### src/rtl/prco_pipe_ctrl_pkg.sv
// prco_pipe_ctrl_pkg
//   Shared constants for the PRCO pipeline sequencer: state encodings
//   (also read by debug/trace logic) and a small next-state helper.
package prco_pipe_ctrl_pkg;

  localparam logic [2:0] PRCO_PSTATE_IDLE      = 3'd0;
  localparam logic [2:0] PRCO_PSTATE_FETCH     = 3'd1;
  localparam logic [2:0] PRCO_PSTATE_DEC_ISSUE = 3'd2;
  localparam logic [2:0] PRCO_PSTATE_DEC_WAIT  = 3'd3;
  localparam logic [2:0] PRCO_PSTATE_EXEC      = 3'd4;
  localparam logic [2:0] PRCO_PSTATE_MEM       = 3'd5;
  localparam logic [2:0] PRCO_PSTATE_UART      = 3'd6;
  localparam logic [2:0] PRCO_PSTATE_WB        = 3'd7;

  // Where to go once an instruction retires (WB or skipped NOP).
  function automatic logic [2:0] next_after_retire(input logic en);
    logic [2:0] st;
    if (en) begin
      st = PRCO_PSTATE_FETCH;
    end else begin
      st = PRCO_PSTATE_IDLE;
    end
    return st;
  endfunction

endpackage

### src/rtl/prco_pipe_ctrl_wait_timer.sv
// prco_wait_timer
//   8-bit clear/enable counter with a terminal-count flag at MEM_TIMEOUT-1.
//   Ports: i_clk, i_reset_n (async, active-low), i_clr (synchronous clear,
//   dominates), i_en (count enable), o_tc (count == MEM_TIMEOUT-1 while enabled).
module prco_wait_timer #(
  parameter int unsigned MEM_TIMEOUT = 16
) (
  input  logic i_clk,
  input  logic i_reset_n,
  input  logic i_clr,
  input  logic i_en,
  output logic o_tc
);

  localparam logic [7:0] TC_VAL = 8'(MEM_TIMEOUT - 1);

  logic [7:0] count_q;
  logic [7:0] count_d;

  // Next count: clear wins over enable.
  always_comb begin
    count_d = count_q;
    if (i_clr) begin
      count_d = 8'd0;
    end else if (i_en) begin
      count_d = count_q + 8'd1;
    end else begin
      count_d = count_q;
    end
  end

  // Counter register.
  always_ff @(posedge i_clk or negedge i_reset_n) begin
    if (!i_reset_n) begin
      count_q <= 8'd0;
    end else begin
      count_q <= count_d;
    end
  end

  assign o_tc = i_en && (count_q == TC_VAL);

endmodule

### src/rtl/prco_pipe_ctrl.sv
// prco_pipe_ctrl
//   Multi-cycle sequencer for the PRCO core: FETCH -> DECODE -> EXEC/MEM/UART
//   -> WB, one instruction at a time. All outputs are registered from the
//   next-state decision so each strobe is visible during its own state.
// Ports:
//   i_clk, i_reset_n            clock, async active-low reset
//   i_en                        run enable (sampled in IDLE, WB and on NOP skip)
//   o_fetch_req / i_fetch_ack   instruction fetch handshake
//   o_dec_ce, i_dec_ce, i_dec_fetch, i_reg_we, i_req_ram, i_req_ram_we,
//   i_new_uart1_data            decoder strobe and result flags
//   o_alu_ce                    ALU execute pulse
//   o_ram_req, o_ram_we, i_ram_ack  RAM access handshake
//   o_uart_start, i_uart_busy   UART1 transmit start
//   o_reg_we, o_pc_inc, o_err   writeback, PC advance, error pulse
//   o_busy, o_state             status
// Configuration: define PRCO_PIPE_PERF_EN to add o_retired/o_stall counters.
module prco_pipe_ctrl
  import prco_pipe_ctrl_pkg::*;
#(
  parameter int unsigned MEM_TIMEOUT = 16
) (
  input  logic        i_clk,
  input  logic        i_reset_n,
  input  logic        i_en,
  output logic        o_fetch_req,
  input  logic        i_fetch_ack,
  output logic        o_dec_ce,
  input  logic        i_dec_ce,
  input  logic        i_dec_fetch,
  input  logic        i_reg_we,
  input  logic        i_req_ram,
  input  logic        i_req_ram_we,
  input  logic        i_new_uart1_data,
  output logic        o_alu_ce,
  output logic        o_ram_req,
  output logic        o_ram_we,
  input  logic        i_ram_ack,
  output logic        o_uart_start,
  input  logic        i_uart_busy,
  output logic        o_reg_we,
  output logic        o_pc_inc,
  output logic        o_err,
  output logic        o_busy,
`ifdef PRCO_PIPE_PERF_EN
  output logic [15:0] o_retired,
  output logic [15:0] o_stall,
`endif
  output logic [2:0]  o_state
);

  logic [2:0] state_q, state_d;
  logic       reg_we_q, reg_we_d;
  logic       ram_we_q, ram_we_d;
  logic       uart_start_q, uart_start_d;
  logic       reg_wr_q, reg_wr_d;
  logic       pc_skip_d;
  logic       err_q, err_d;
  logic       fetch_req_q, dec_ce_q, alu_ce_q, ram_req_q, ram_wr_q, pc_inc_q, busy_q;
  logic       retire_s;
  logic       stall_s;
  logic       mem_tc_s;

  prco_wait_timer #(
    .MEM_TIMEOUT(MEM_TIMEOUT)
  ) u_wait_timer (
    .i_clk    (i_clk),
    .i_reset_n(i_reset_n),
    .i_clr    (state_q != PRCO_PSTATE_MEM),
    .i_en     (state_q == PRCO_PSTATE_MEM),
    .o_tc     (mem_tc_s)
  );

  // Sequencer next-state and strobe decisions.
  always_comb begin
    state_d      = state_q;
    reg_we_d     = reg_we_q;
    ram_we_d     = ram_we_q;
    uart_start_d = 1'b0;
    reg_wr_d     = 1'b0;
    pc_skip_d    = 1'b0;
    err_d        = 1'b0;
    retire_s     = 1'b0;
    stall_s      = 1'b0;
    case (state_q)
      PRCO_PSTATE_IDLE: begin
        if (i_en) begin
          state_d = PRCO_PSTATE_FETCH;
        end else begin
          state_d = PRCO_PSTATE_IDLE;
        end
      end
      PRCO_PSTATE_FETCH: begin
        if (i_fetch_ack) begin
          state_d = PRCO_PSTATE_DEC_ISSUE;
        end else begin
          stall_s = 1'b1;
        end
      end
      PRCO_PSTATE_DEC_ISSUE: begin
        state_d = PRCO_PSTATE_DEC_WAIT;
      end
      PRCO_PSTATE_DEC_WAIT: begin
        if (i_dec_fetch) begin
          pc_skip_d = 1'b1;
          retire_s  = 1'b1;
          state_d   = next_after_retire(i_en);
        end else if (i_dec_ce) begin
          reg_we_d = i_reg_we;
          ram_we_d = i_req_ram_we;
          // RAM takes precedence; a simultaneous UART request is dropped.
          if (i_req_ram) begin
            state_d = PRCO_PSTATE_MEM;
          end else if (i_new_uart1_data) begin
            state_d = PRCO_PSTATE_UART;
            // Start is registered, so decide one cycle ahead of the UART cycle it shows in.
            uart_start_d = !i_uart_busy;
          end else begin
            state_d = PRCO_PSTATE_EXEC;
          end
        end else begin
          err_d   = 1'b1;
          state_d = PRCO_PSTATE_IDLE;
        end
      end
      PRCO_PSTATE_EXEC: begin
        reg_wr_d = reg_we_q;
        state_d  = PRCO_PSTATE_WB;
      end
      PRCO_PSTATE_MEM: begin
        if (i_ram_ack) begin
          reg_wr_d = reg_we_q;
          state_d  = PRCO_PSTATE_WB;
        end else if (mem_tc_s) begin
          err_d   = 1'b1;
          state_d = PRCO_PSTATE_WB;
          stall_s = 1'b1;
        end else begin
          stall_s = 1'b1;
        end
      end
      PRCO_PSTATE_UART: begin
        if (uart_start_q) begin
          reg_wr_d = reg_we_q;
          state_d  = PRCO_PSTATE_WB;
        end else begin
          uart_start_d = !i_uart_busy;
          stall_s      = 1'b1;
        end
      end
      PRCO_PSTATE_WB: begin
        retire_s = 1'b1;
        state_d  = next_after_retire(i_en);
      end
      default: begin
        state_d = PRCO_PSTATE_IDLE;
      end
    endcase
  end

  // State, latched decoder flags and registered outputs.
  always_ff @(posedge i_clk or negedge i_reset_n) begin
    if (!i_reset_n) begin
      state_q      <= PRCO_PSTATE_IDLE;
      reg_we_q     <= 1'b0;
      ram_we_q     <= 1'b0;
      uart_start_q <= 1'b0;
      reg_wr_q     <= 1'b0;
      err_q        <= 1'b0;
      fetch_req_q  <= 1'b0;
      dec_ce_q     <= 1'b0;
      alu_ce_q     <= 1'b0;
      ram_req_q    <= 1'b0;
      ram_wr_q     <= 1'b0;
      pc_inc_q     <= 1'b0;
      busy_q       <= 1'b0;
    end else begin
      state_q      <= state_d;
      reg_we_q     <= reg_we_d;
      ram_we_q     <= ram_we_d;
      uart_start_q <= uart_start_d;
      reg_wr_q     <= reg_wr_d;
      err_q        <= err_d;
      fetch_req_q  <= (state_d == PRCO_PSTATE_FETCH);
      dec_ce_q     <= (state_d == PRCO_PSTATE_DEC_ISSUE);
      alu_ce_q     <= (state_d == PRCO_PSTATE_EXEC);
      ram_req_q    <= (state_d == PRCO_PSTATE_MEM);
      ram_wr_q     <= (state_d == PRCO_PSTATE_MEM) && ram_we_d;
      pc_inc_q     <= (state_d == PRCO_PSTATE_WB) || pc_skip_d;
      busy_q       <= (state_d != PRCO_PSTATE_IDLE);
    end
  end

  assign o_fetch_req  = fetch_req_q;
  assign o_dec_ce     = dec_ce_q;
  assign o_alu_ce     = alu_ce_q;
  assign o_ram_req    = ram_req_q;
  assign o_ram_we     = ram_wr_q;
  assign o_uart_start = uart_start_q;
  assign o_reg_we     = reg_wr_q;
  assign o_pc_inc     = pc_inc_q;
  assign o_err        = err_q;
  assign o_busy       = busy_q;
  assign o_state      = state_q;

`ifdef PRCO_PIPE_PERF_EN
  logic [15:0] retired_q;
  logic [15:0] stall_q;

  // Retired-instruction and stall-cycle counters, wrapping modulo 2^16.
  always_ff @(posedge i_clk or negedge i_reset_n) begin
    if (!i_reset_n) begin
      retired_q <= 16'd0;
      stall_q   <= 16'd0;
    end else begin
      retired_q <= retired_q + {15'd0, retire_s};
      stall_q   <= stall_q + {15'd0, stall_s};
    end
  end

  assign o_retired = retired_q;
  assign o_stall   = stall_q;
`else
  logic unused_perf_s;
  assign unused_perf_s = retire_s ^ stall_s;
`endif

endmodule

### config.mk
export PLATFORM = sky130hd
export DESIGN_NAME = prco_pipe_ctrl
export DESIGN_NICKNAME = d
export VERILOG_FILES = /design/src/rtl/prco_pipe_ctrl_pkg.sv /design/src/rtl/prco_pipe_ctrl_wait_timer.sv /design/src/rtl/prco_pipe_ctrl.sv
export SDC_FILE = /design/constraint.sdc
export NUM_CORES = 1
export LEC_CHECK = 0
export ABC_AREA = 1
export BUFFER_PORTS_ARGS = -buffer_cell sky130_fd_sc_hd__buf_2
export CAP_MARGIN = 20
export CORE_MARGIN = 2
export CORE_UTILIZATION = 49
export CTS_BUF_LIST = sky130_fd_sc_hd__clkbuf_8
export DETAILED_ROUTE_END_ITERATION = 7
export GPL_TIMING_DRIVEN = 0
export PLACE_DENSITY = 0.79
export SETUP_SLACK_MARGIN = 0.05
export SLEW_MARGIN = 30
export SYNTH_ARGS = -nofsm -noshare
export SYNTH_HDL_FRONTEND = slang
export SYNTH_SLANG_ARGS = --single-unit
export TNS_END_PERCENT = 5
### constraint.sdc
create_clock -name i_clk -period 1.3 [get_ports i_clk]
set_input_delay 0.26 -clock i_clk [delete_from_list [all_inputs] [get_ports i_clk]]
set_output_delay 0.26 -clock i_clk [all_outputs]
set_load 0.02 [all_outputs]
==> impl_metrics.py, run 1 <==
metrics = {
    "outcome": {
        "status": "complete, but fails checks",
        "violations": "setup timing",
    },
    "power_and_ir_drop": {
        "leakagePower_nw": 0.788,
        "clockPowerShare": 0.139,
        "ir_drop_v": 0.00147,
        "switchingPower_mw": 1.40,
        "seq_power_share": 0.338,
        "power-per-cell-area_nw_per_um2": 2130,
        "switching_share": 0.448,
        "power_mw": 3.13,
        "intPower_mw": 1.72,
        "p_comb_frac": 0.523,
    },
    "place": {
        "gp_congestion": 0.756,
        "placedCellCount": 186,
        "port_buffers": 24,
        "dpl_cell_area_um2": 1280,
        "dp_hpwl_um": 1670,
    },
    "logic_synthesis": {
        "synthCells": 134,
        "synth_seq_area_share": 0.516,
        "synth_top_area_share": 0.516,
        "yosys_warnings": 0,
        "synth_edf_count": 0,
        "yosysTopAreaCell": "dfrtp_1",
        "synth_most_common_cell": "inv_1",
        "async_flop_share": 1.00,
        "syn_area_per_cell_um2": 8.33,
        "ys_ff_latch": 23,
        "synth_commonest_cells": "inv_1 (25), dfrtp_1 (23), nand2_1 (22)",
        "syn_area_um2": 1120,
        "syn_nets": 147,
        "yosysUniqueCellTypes": 23,
        "synth-main-ff-cell": "dfrtp_1",
        "synth_area_leaders": "dfrtp_1 (52%), inv_1 (8.4%), nand2_1 (7.4%)",
    },
    "critical_path": {
        "crit_required_ns": 1.46,
        "rrSetupSlack_ns": -0.04,
        "cp-end-kind": "flop",
        "r2r_cells": 9,
        "crit_path_top_delay_cell": "dfrtp_2",
        "crit_buf_inv": 2,
        "critPathTopFamily": "simple AND/OR/NAND/NOR gates",
        "worst_r2r_startpoint": "o_state[1]$_DFF_PN0_",
        "crit_fanout": 7,
        "critPathArrivalTime_ns": 1.51,
        "critPathLaunchType": "flop",
        "slowest_delay_ns": 0.50,
        "cp_num_cells": 9,
        "path_cells": "inv_4 -> nand3_4 -> nand2_2 -> inv_2 -> nand2_2 -> nor2_4 -> nand2_2 -> nand2_1 -> nor2_2",
        "crit_type": "reg2reg",
        "r2r-end": "o_fetch_req$_DFF_PN0_",
        "cpMostUsedCell": "nand2_2",
    },
    "clocking": {
        "clock_sinks": 23,
        "clk_pin_slew_ns": 0.08,
        "cts_tree": "yes",
        "cts_max_level": 1,
        "cts_buffer_depth": 2,
        "cts_made_buffers": 3,
        "root_buffer": "clkbuf_8",
        "clock_latency_ns": 0.26,
    },
    "floorplanning": {
        "core_area_um2": 2190,
        "die_h_um": 51.7,
        "io_pins": 25,
        "die_w_um": 51.7,
        "start_util": 0.509,
        "fp.dieArea_um2": 2680,
        "rows": 17,
    },
    "timing": {
        "finalClockSkew_ns": 0.00249,
        "relSlewSlack": 0.665,
        "tns_ns": -0.0690,
        "postLayoutSetupSlackWorst_ns": -0.0430,
        "whs_ns": 0.143,
        "hold_viol": 0,
        "max_freq_mhz": 745,
        "setup_viol": 4,
        "slew_violations": 0,
        "tightest_slew_ns": 0.502,
        "post-route-period-util": 1.03,
        "period_needed_ns": 1.34,
        "rsz0062_at_grt": "yes",
    },
    "routing": {
        "totalWireLength_um": 2490,
        "viasPerCell": 4.98,
        "drc_errors": 0,
        "vias": 986,
        "dr.pass1.iters": 4,
        "final_antenna_net_count": 0,
        "drtIter0Drc": 26,
        "wl_per_cell_um": 12.6,
    },
    "finish": {
        "drive_gt1_frac": 0.447,
        "final_cell_count_no_fill": 198,
        "largest_register": "u_wait_timer.count_q",
        "fill_cells": 167,
        "fin_area_um2": 1470,
        "n_antenna_cell": 0,
        "area_growth_pct": 31.7,
        "nNetsFinal": 184,
        "largest_reg_flops": 8,
    },
    "global_routing": {
        "grt_max_degree": 24,
        "antenna_found_initial": 0,
        "grt_pass1_vias": 906,
        "grt_pass1_wl_um": 3900,
        "track_usage": 0.198,
        "grt_overflow": 0,
    },
    "job": {
        "maxCapViolations": 0,
    },
    "min_path": {
        "whs_path_depth": 2,
        "hold_end": "o_uart_start$_DFF_PN0_",
        "hp-class": "in2reg",
        "min_from": "i_uart_busy",
    },
}
==> per-stage QoR <==
step,utilization,worst slack (ns)
2_1_floorplan,-,0.0141
3_3_place_gp,0.584,-0.117
3_5_place_dp,0.584,-0.126
4_1_cts,0.645,-0.00666
5_1_grt,0.671,-0.144
6_report,0.671,-0.0430
==> cell type report <==
class / instances / area, um^2 / share of cell area
sequential: 23 / 579 / 0.394
clock buffer: 3 / 41.3 / 0.0281
buffer: 1 / 11.3 / 0.00766
multi-input combinational: 83 / 500 / 0.340
tap: 28 / 35.0 / 0.0238
inverter: 27 / 106 / 0.0723
timing repair buffer: 32 / 193 / 0.131
clock inverter: 1 / 3.75 / 0.00255
==> power groups by stage <==
stage                     clock network, mW  logic [mW]  registers (mW)
after global placement                    0        1.24            1.02
after global routing                  0.468        1.80            1.08
after CTS                             0.443        1.49            1.03
after floorplan                           0       0.779            1.19
after detailed placement                  0        1.28            1.03
final                                 0.433        1.63            1.06
==> how the worst max path moves through the flow <==
stage                                                  from               endpoint  slack (ns)
after global placement    u_wait_timer.count_q[0]$_DFF_PN0_       o_busy$_DFF_PN0_       -0.12
after detailed placement  u_wait_timer.count_q[0]$_DFF_PN0_       o_busy$_DFF_PN0_       -0.13
after global routing                   o_state[1]$_DFF_PN0_  o_fetch_req$_DFF_PN0_       -0.14
final                                  o_state[1]$_DFF_PN0_  o_fetch_req$_DFF_PN0_       -0.04
after CTS                              o_state[1]$_DFF_PN0_     o_ram_we$_DFF_PN0_      -0.007
after floorplan                        o_state[2]$_DFF_PN0_  o_fetch_req$_DFF_PN0_        0.01
==> layer usage <==
metal / part of all wire / up-vias / track usage
li1: - / 496 / -
met1: 0.42 / 462 / 0.249
met2: 0.52 / 21 / 0.331
met3: 0.034 / 7 / 0.0345
met4: 0.027 / 0 / 0.0921
met5: 0 / - / 0
==> placed cells by master (no fill, tap or decap), drive strengths merged <==
master	instances
a31oi	1
o21ai	7
nor2	18
dlygate4sd3	1
o211ai	1
clkbuf	3
a21oi	7
nand4	1
mux2	1
buf	32
nand3	14
ha	1
or2	1
nor4b	1
dfrtp	23
nand2	25
inv	28
nor3	5
==> kinds of logic after synthesis <==
logic type	Yosys count	synth area share
AND/OR/NAND/NOR	65	0.283
buffers and inverters	28	0.0975
adder cells (fa/ha/maj)	1	0.0112
multiplexers	1	0.0101
flip-flops	23	0.516
AO/OA/AOI/OAI	16	0.0830
==> timing repair <==
action                                  4_1_cts  5_1_grt
pin swaps                                     9        3
resized for setup                            19       14
endpoints found under the setup margin       10       14
hold buffers                                  1        0
buffers inserted                              5        2
endpoints found under the hold margin        23        0
Power figures use the tool's default switching activity.
==> run 2, diff against run 1 <==
--- a/config.mk
+++ b/config.mk
@@ -8,14 +8,16 @@
 export ABC_AREA = 1
 export BUFFER_PORTS_ARGS = -buffer_cell sky130_fd_sc_hd__buf_2
 export CAP_MARGIN = 20
+export CELL_PAD_IN_SITES_DETAIL_PLACEMENT = 1
+export CELL_PAD_IN_SITES_GLOBAL_PLACEMENT = 1
 export CORE_MARGIN = 2
-export CORE_UTILIZATION = 49
+export CORE_UTILIZATION = 36
 export CTS_BUF_LIST = sky130_fd_sc_hd__clkbuf_8
 export DETAILED_ROUTE_END_ITERATION = 7
 export GPL_TIMING_DRIVEN = 0
 export PLACE_DENSITY = 0.79
 export SETUP_SLACK_MARGIN = 0.05
-export SLEW_MARGIN = 30
+export SLEW_MARGIN = 25
 export SYNTH_ARGS = -nofsm -noshare
 export SYNTH_HDL_FRONTEND = slang
 export SYNTH_SLANG_ARGS = --single-unit
==> run 2 against run 1 <==
  * The run still ends with setup timing left
  * Global-route usage down 0.68 points
  * Critical path depth is 1 lower
  * Non-clock buffer count unchanged
  * Maximum frequency fell by 0.56%
  * Utilization is 17 points lower
  * Final area grew 2.0%
==> impl_metrics.py, run 2 (same netlist as run 1, synthesis figures left out) <==
metrics = {
    "critical_path": {
        "critPathLaunchType": "flop",
        "crit_path_top_delay_cell": "dfrtp_2",
        "crit_required_ns": 1.47,
        "path_cells": "buf_6 -> nand3_4 -> nand2_2 -> inv_2 -> nand2_2 -> nor2_4 -> nand2_2 -> buf_4",
        "crit_fanout": 6,
        "crit_type": "reg2reg",
        "critPathArrivalTime_ns": 1.52,
        "slowest_delay_ns": 0.42,
        "cpMostUsedCell": "nand2_2",
        "cp-end-kind": "flop",
    },
    "place": {
        "port_buffers": 24,
        "dp_hpwl_um": 1970,
        "gp_congestion": 0.716,
        "dp_worst_setup_slack_ns": -0.131,
    },
    "min_path": {
        "hp-class": "in2reg",
    },
    "global_routing": {
        "grt_overflow": 0,
        "grt_pass1_vias": 1149,
        "grt_max_degree": 24,
        "track_usage": 0.191,
        "grt_pass1_wl_um": 5020,
        "antenna_found_initial": 0,
    },
    "finish": {
        "area_growth_pct": 34.4,
        "nNetsFinal": 184,
        "n_antenna_cell": 0,
        "largest_reg_flops": 8,
        "layout_commonest_cell": "buf_2",
        "largest_register": "u_wait_timer.count_q",
        "drive_gt1_frac": 0.465,
        "layout_common_cells": "buf_2 (23), dfrtp_1 (20), inv_1 (19)",
    },
    "power_and_ir_drop": {
        "power_mw": 3.25,
        "intPower_mw": 1.78,
        "switching_share": 0.453,
        "seq_power_share": 0.326,
        "leakagePower_nw": 0.789,
        "p_comb_frac": 0.536,
        "clockPowerShare": 0.138,
        "switchingPower_mw": 1.47,
        "ir_drop_v": 0.00117,
        "power-per-cell-area_nw_per_um2": 2170,
    },
    "timing": {
        "setup_viol": 6,
        "post-route-period-util": 1.04,
        "slew_violations": 0,
        "finalClockSkew_ns": 0.00183,
        "max_freq_mhz": 740,
        "tns_ns": -0.188,
        "relSlewSlack": 0.658,
        "period_needed_ns": 1.35,
        "postLayoutSetupSlackWorst_ns": -0.0505,
        "tightest_slew_ns": 0.513,
        "hold_viol": 0,
        "rsz0062_at_grt": "yes",
        "whs_ns": 0.135,
    },
    "clocking": {
        "cts_made_buffers": 3,
        "root_buffer": "clkbuf_8",
        "cts_tree": "yes",
        "cts_max_level": 1,
        "clk_pin_slew_ns": 0.08,
        "clock_latency_ns": 0.26,
        "clock_sinks": 23,
        "cts_buffer_depth": 2,
    },
    "floorplanning": {
        "core_area_um2": 3000,
        "die_w_um": 59.7,
        "start_util": 0.372,
        "io_pins": 25,
        "rows": 20,
        "die_h_um": 59.7,
        "fp.dieArea_um2": 3560,
    },
    "routing": {
        "vias": 1004,
        "wl_per_cell_um": 14.5,
        "dr.pass1.iters": 4,
        "totalWireLength_um": 2940,
        "drc_errors": 0,
        "drtIter0Drc": 28,
        "viasPerCell": 4.95,
        "final_antenna_net_count": 0,
    },
    "outcome": {
        "violations": "setup timing",
        "status": "complete, but fails checks",
    },
    "job": {
        "maxCapViolations": 0,
    },
}
## run 2: cell types whose count changed in the layout (fill, tap and decap cells not counted), moves of 2 or more
cell,previous run,this run
nor2_2,7,3
inv_1,21,19
nand3_1,10,8
nor2_4,2,4
nand3_2,3,5
nor2_1,9,11
## run 2: critical path: cells and delay by family (launching register included)
kind	cells	cell delay [ns]
buffers and inverters	3	0.35
flip-flops	1	0.42
AND/OR/NAND/NOR	5	0.49
## run 2: routing by layer
| metal | GRT usage | vias to the layer above | routed length (um) |
|---|---|---|---|
| li1 | - | 490 | - |
| met3 | 0.0303 | 4 | 66 |
| met1 | 0.208 | 493 | 1160 |
| met5 | 0 | - | 0 |
| met4 | 0.0794 | 0 | 40 |
| met2 | 0.362 | 17 | 1680 |
## run 2: cell type report
type	instances	area, um^2
timing repair buffer	32	193
tap	33	41.3
sequential	23	579
multi-input combinational	83	523
fill	372	1500
inverter	27	106
buffer	1	11.3
clock buffer	3	41.3
clock inverter	1	5.00
## run 2: power groups by stage
stage	Combinational, mW	Sequential, mW	Clock [mW]
floorplan	0.779	1.19	0
global placement	1.25	1.03	0
detailed placement	1.31	1.03	0
CTS	1.67	1.05	0.459
global route	1.93	1.08	0.492
finish	1.74	1.06	0.449
## run 2: final timing paths
path / from / endpoint / slack, ns / cells past startpoint
max in group asynchronous: i_reset_n / o_state[1]$_DFF_PN0_ / 0.43 / 2
hold / removal: i_uart_busy / o_uart_start$_DFF_PN0_ / 0.13 / 2
setup reg to reg: o_state[2]$_DFF_PN0_ / o_state[0]$_DFF_PN0_ / -0.05 / 8
setup / recovery: o_state[2]$_DFF_PN0_ / o_state[0]$_DFF_PN0_ / -0.05 / 8
hold reg to reg: reg_we_q$_DFFE_PN0P_ / o_reg_we$_DFF_PN0_ / 0.50 / 2
min in group asynchronous: i_reset_n / u_wait_timer.count_q[5]$_DFF_PN0_ / 0.49 / 2
## run 2: per-stage QoR
| step | area [um^2] | util | std cells |
|---|---|---|---|
| global placement | 1280 | 0.428 | 191 |
| finish | 1500 | 0.500 | 203 |
| CTS | 1470 | 0.490 | 202 |
| detailed placement | 1280 | 0.428 | 191 |
| floorplan | 1120 | - | 134 |
| global route | 1500 | 0.500 | 203 |
## run 2: what timing repair did
| action | 4_1_cts | 5_1_grt |
|---|---|---|
| gates resized for setup | 33 | 6 |
| pin swaps | 13 | 3 |
| setup endpoints to repair | 10 | 17 |
| hold buffers | 1 | 0 |
| setup buffers | 6 | 1 |
| endpoints found under the hold margin | 23 | 0 |
==> run 3, diff against run 2 <==
--- a/config.mk
+++ b/config.mk
@@ -11,11 +11,11 @@
 export CELL_PAD_IN_SITES_DETAIL_PLACEMENT = 1
 export CELL_PAD_IN_SITES_GLOBAL_PLACEMENT = 1
 export CORE_MARGIN = 2
-export CORE_UTILIZATION = 36
+export CORE_UTILIZATION = 40
 export CTS_BUF_LIST = sky130_fd_sc_hd__clkbuf_8
 export DETAILED_ROUTE_END_ITERATION = 7
 export GPL_TIMING_DRIVEN = 0
-export PLACE_DENSITY = 0.79
+export PLACE_DENSITY = 0.83
 export SETUP_SLACK_MARGIN = 0.05
 export SLEW_MARGIN = 25
 export SYNTH_ARGS = -nofsm -noshare
==> constraint.sdc (replaced) <==
create_clock -name i_clk -period 1.45 [get_ports i_clk]
set_input_delay 0.29 -clock i_clk [delete_from_list [all_inputs] [get_ports i_clk]]
set_output_delay 0.29 -clock i_clk [all_outputs]
set_load 0.02 [all_outputs]
==> run 3 against run 2 <==
  * The run now ends clean
  * Sequential power fell by 13%
  * Sequential share of layout area rose by 0.94 points
  * Clock-buffer cell count did not move
  * Utilization rose by 4.0 points
  * Critical path depth rose by 1
  * Total power fell by 14%
==> impl_metrics.py, run 3 (same netlist as run 1, synthesis figures left out) <==
metrics = {
    "power_and_ir_drop": {
        "power-per-cell-area_nw_per_um2": 1910,
        "ir_drop_v": 0.00113,
        "leakagePower_nw": 0.767,
    },
    "floorplanning": {
        "core_area_um2": 2710,
        "start_util": 0.412,
        "rows": 19,
        "die_w_um": 56.8,
        "fp.dieArea_um2": 3230,
        "io_pins": 25,
        "die_h_um": 56.8,
    },
    "finish": {
        "largest_reg_flops": 8,
        "area_growth_pct": 30.9,
        "largest_register": "u_wait_timer.count_q",
        "final_cell_count_no_fill": 198,
        "layout_common_cells": "buf_2 (24), dfrtp_1 (21), inv_1 (20)",
        "nNetsFinal": 181,
        "drive_gt1_frac": 0.407,
        "layout_commonest_cell": "buf_2",
        "n_antenna_cell": 0,
        "fill_cells": 337,
    },
    "timing": {
        "post-route-period-util": 0.936,
        "max_freq_mhz": 737,
        "period_needed_ns": 1.36,
        "finalClockSkew_ns": 0.00277,
        "tightest_slew_ns": 0.515,
        "rsz0062_at_grt": "yes",
        "whs_ns": 0.161,
        "setup_viol": 0,
        "hold_viol": 0,
        "slew_violations": 0,
        "relSlewSlack": 0.657,
    },
    "critical_path": {
        "crit_path_top_delay_cell": "dfrtp_1",
        "cpMostUsedCell": "nand2_1",
        "path_cells": "buf_6 -> o21ai_2 -> nand2_1 -> nor2_1 -> nand3_2 -> nand2_4 -> inv_2 -> nand2_1 -> nand2_1",
        "crit_buf_inv": 2,
        "crit_required_ns": 1.62,
        "slowest_delay_ns": 0.41,
        "critPathTopFamily": "simple AND/OR/NAND/NOR gates",
        "cp-end-kind": "flop",
        "critPathLaunchType": "flop",
        "critPathArrivalTime_ns": 1.52,
        "crit_fanout": 6,
        "crit_type": "reg2reg",
    },
    "global_routing": {
        "grt_pass1_vias": 1025,
        "grt_overflow": 0,
        "antenna_found_initial": 0,
        "grt_pass1_wl_um": 4240,
        "grt_max_degree": 24,
        "track_usage": 0.173,
    },
    "routing": {
        "drc_errors": 0,
        "wl_per_cell_um": 13.0,
        "drtIter0Drc": 19,
        "viasPerCell": 4.97,
        "totalWireLength_um": 2580,
        "vias": 984,
        "final_antenna_net_count": 0,
        "dr.pass1.iters": 4,
    },
    "clocking": {
        "cts_tree": "yes",
        "clock_sinks": 23,
        "cts_made_buffers": 3,
        "clock_latency_ns": 0.27,
        "root_buffer": "clkbuf_8",
        "clk_pin_slew_ns": 0.08,
        "cts_max_level": 1,
        "cts_buffer_depth": 2,
    },
    "place": {
        "port_buffers": 24,
        "placedCellCount": 189,
        "dp_hpwl_um": 1910,
        "gp_congestion": 0.834,
    },
    "outcome": {
        "status": "completed",
    },
    "min_path": {
        "hp-class": "in2reg",
    },
    "job": {
        "maxCapViolations": 0,
    },
}
==> run 3: cell types whose count changed in the layout (fill, tap and decap cells not counted), sizes merged <==
cell  before  now
buf       32   29
==> run 3: metal layers <==
metal / GRT usage / part of all wire
met1: 0.177 / 0.40
met2: 0.331 / 0.55
met3: 0.0507 / 0.031
met4: 0.0598 / 0.015
met5: 0 / 0
==> run 3: timing repair <==
action,CTS,global route
hold endpoints to repair,23,0
setup endpoints to repair,7,9
hold buffers,1,0
resized for setup,4,29
buffers inserted,0,4
gates cloned,0,0
pin swaps,0,13
==> run 3: final timing paths <==
check	start	end	slack, ns	depth (start not counted)
worst max-delay path	o_state[2]$_DFF_PN0_	o_pc_inc$_DFF_PN0_	0.09	9
worst min register to register	u_wait_timer.count_q[2]$_DFF_PN0_	u_wait_timer.count_q[2]$_DFF_PN0_	0.51	1
max in group asynchronous	i_reset_n	o_state[1]$_DFF_PN0_	0.56	2
worst min-delay path	i_uart_busy	o_uart_start$_DFF_PN0_	0.16	2
worst max register to register	o_state[2]$_DFF_PN0_	o_pc_inc$_DFF_PN0_	0.09	9
min in group asynchronous	i_reset_n	u_wait_timer.count_q[3]$_DFF_PN0_	0.52	2
==> run 3: metrics by stage <==
stage           util  setup WS, ns  power, mW  area [um^2]   TNS, ns
2_1_floorplan      -        0.0913       1.74         1120         0
3_3_place_gp   0.470        0.0368       2.02         1270         0
3_5_place_dp   0.470       0.00793       2.06         1270         0
4_1_cts        0.498        0.0384       2.52         1350         0
5_1_grt        0.539      -0.00785       3.01         1460  -0.00785
6_report       0.539        0.0923       2.79         1460         0
==> run 3: area by class of cell <==
type                    instances  area, um^2  area share
clock buffers                   3        41.3      0.0283
well taps                      31        38.8      0.0265
inverters                      27         104      0.0711
plain buffers                   1        11.3     0.00771
multi-input cells              83         523       0.358
flip-flops and latches         23         578       0.396
clock inverters                 1        5.00     0.00342
repair buffers                 29         160       0.110
==> run 3: power by group <==
group          total, mW  switching (mW)  internal (mW)
combinational       1.47           0.940          0.526
clock              0.400           0.207          0.192
sequential         0.924           0.119          0.805
total               2.79            1.27           1.52
==> run 3: worst register-to-register path: cells and delay by family (launching register included) <==
family,cells,cell delay [ns]
AOI/OAI and AO/OA,1,0.10
DFF,1,0.41
buffers and inverters,2,0.19
and+or+nand+nor,6,0.56
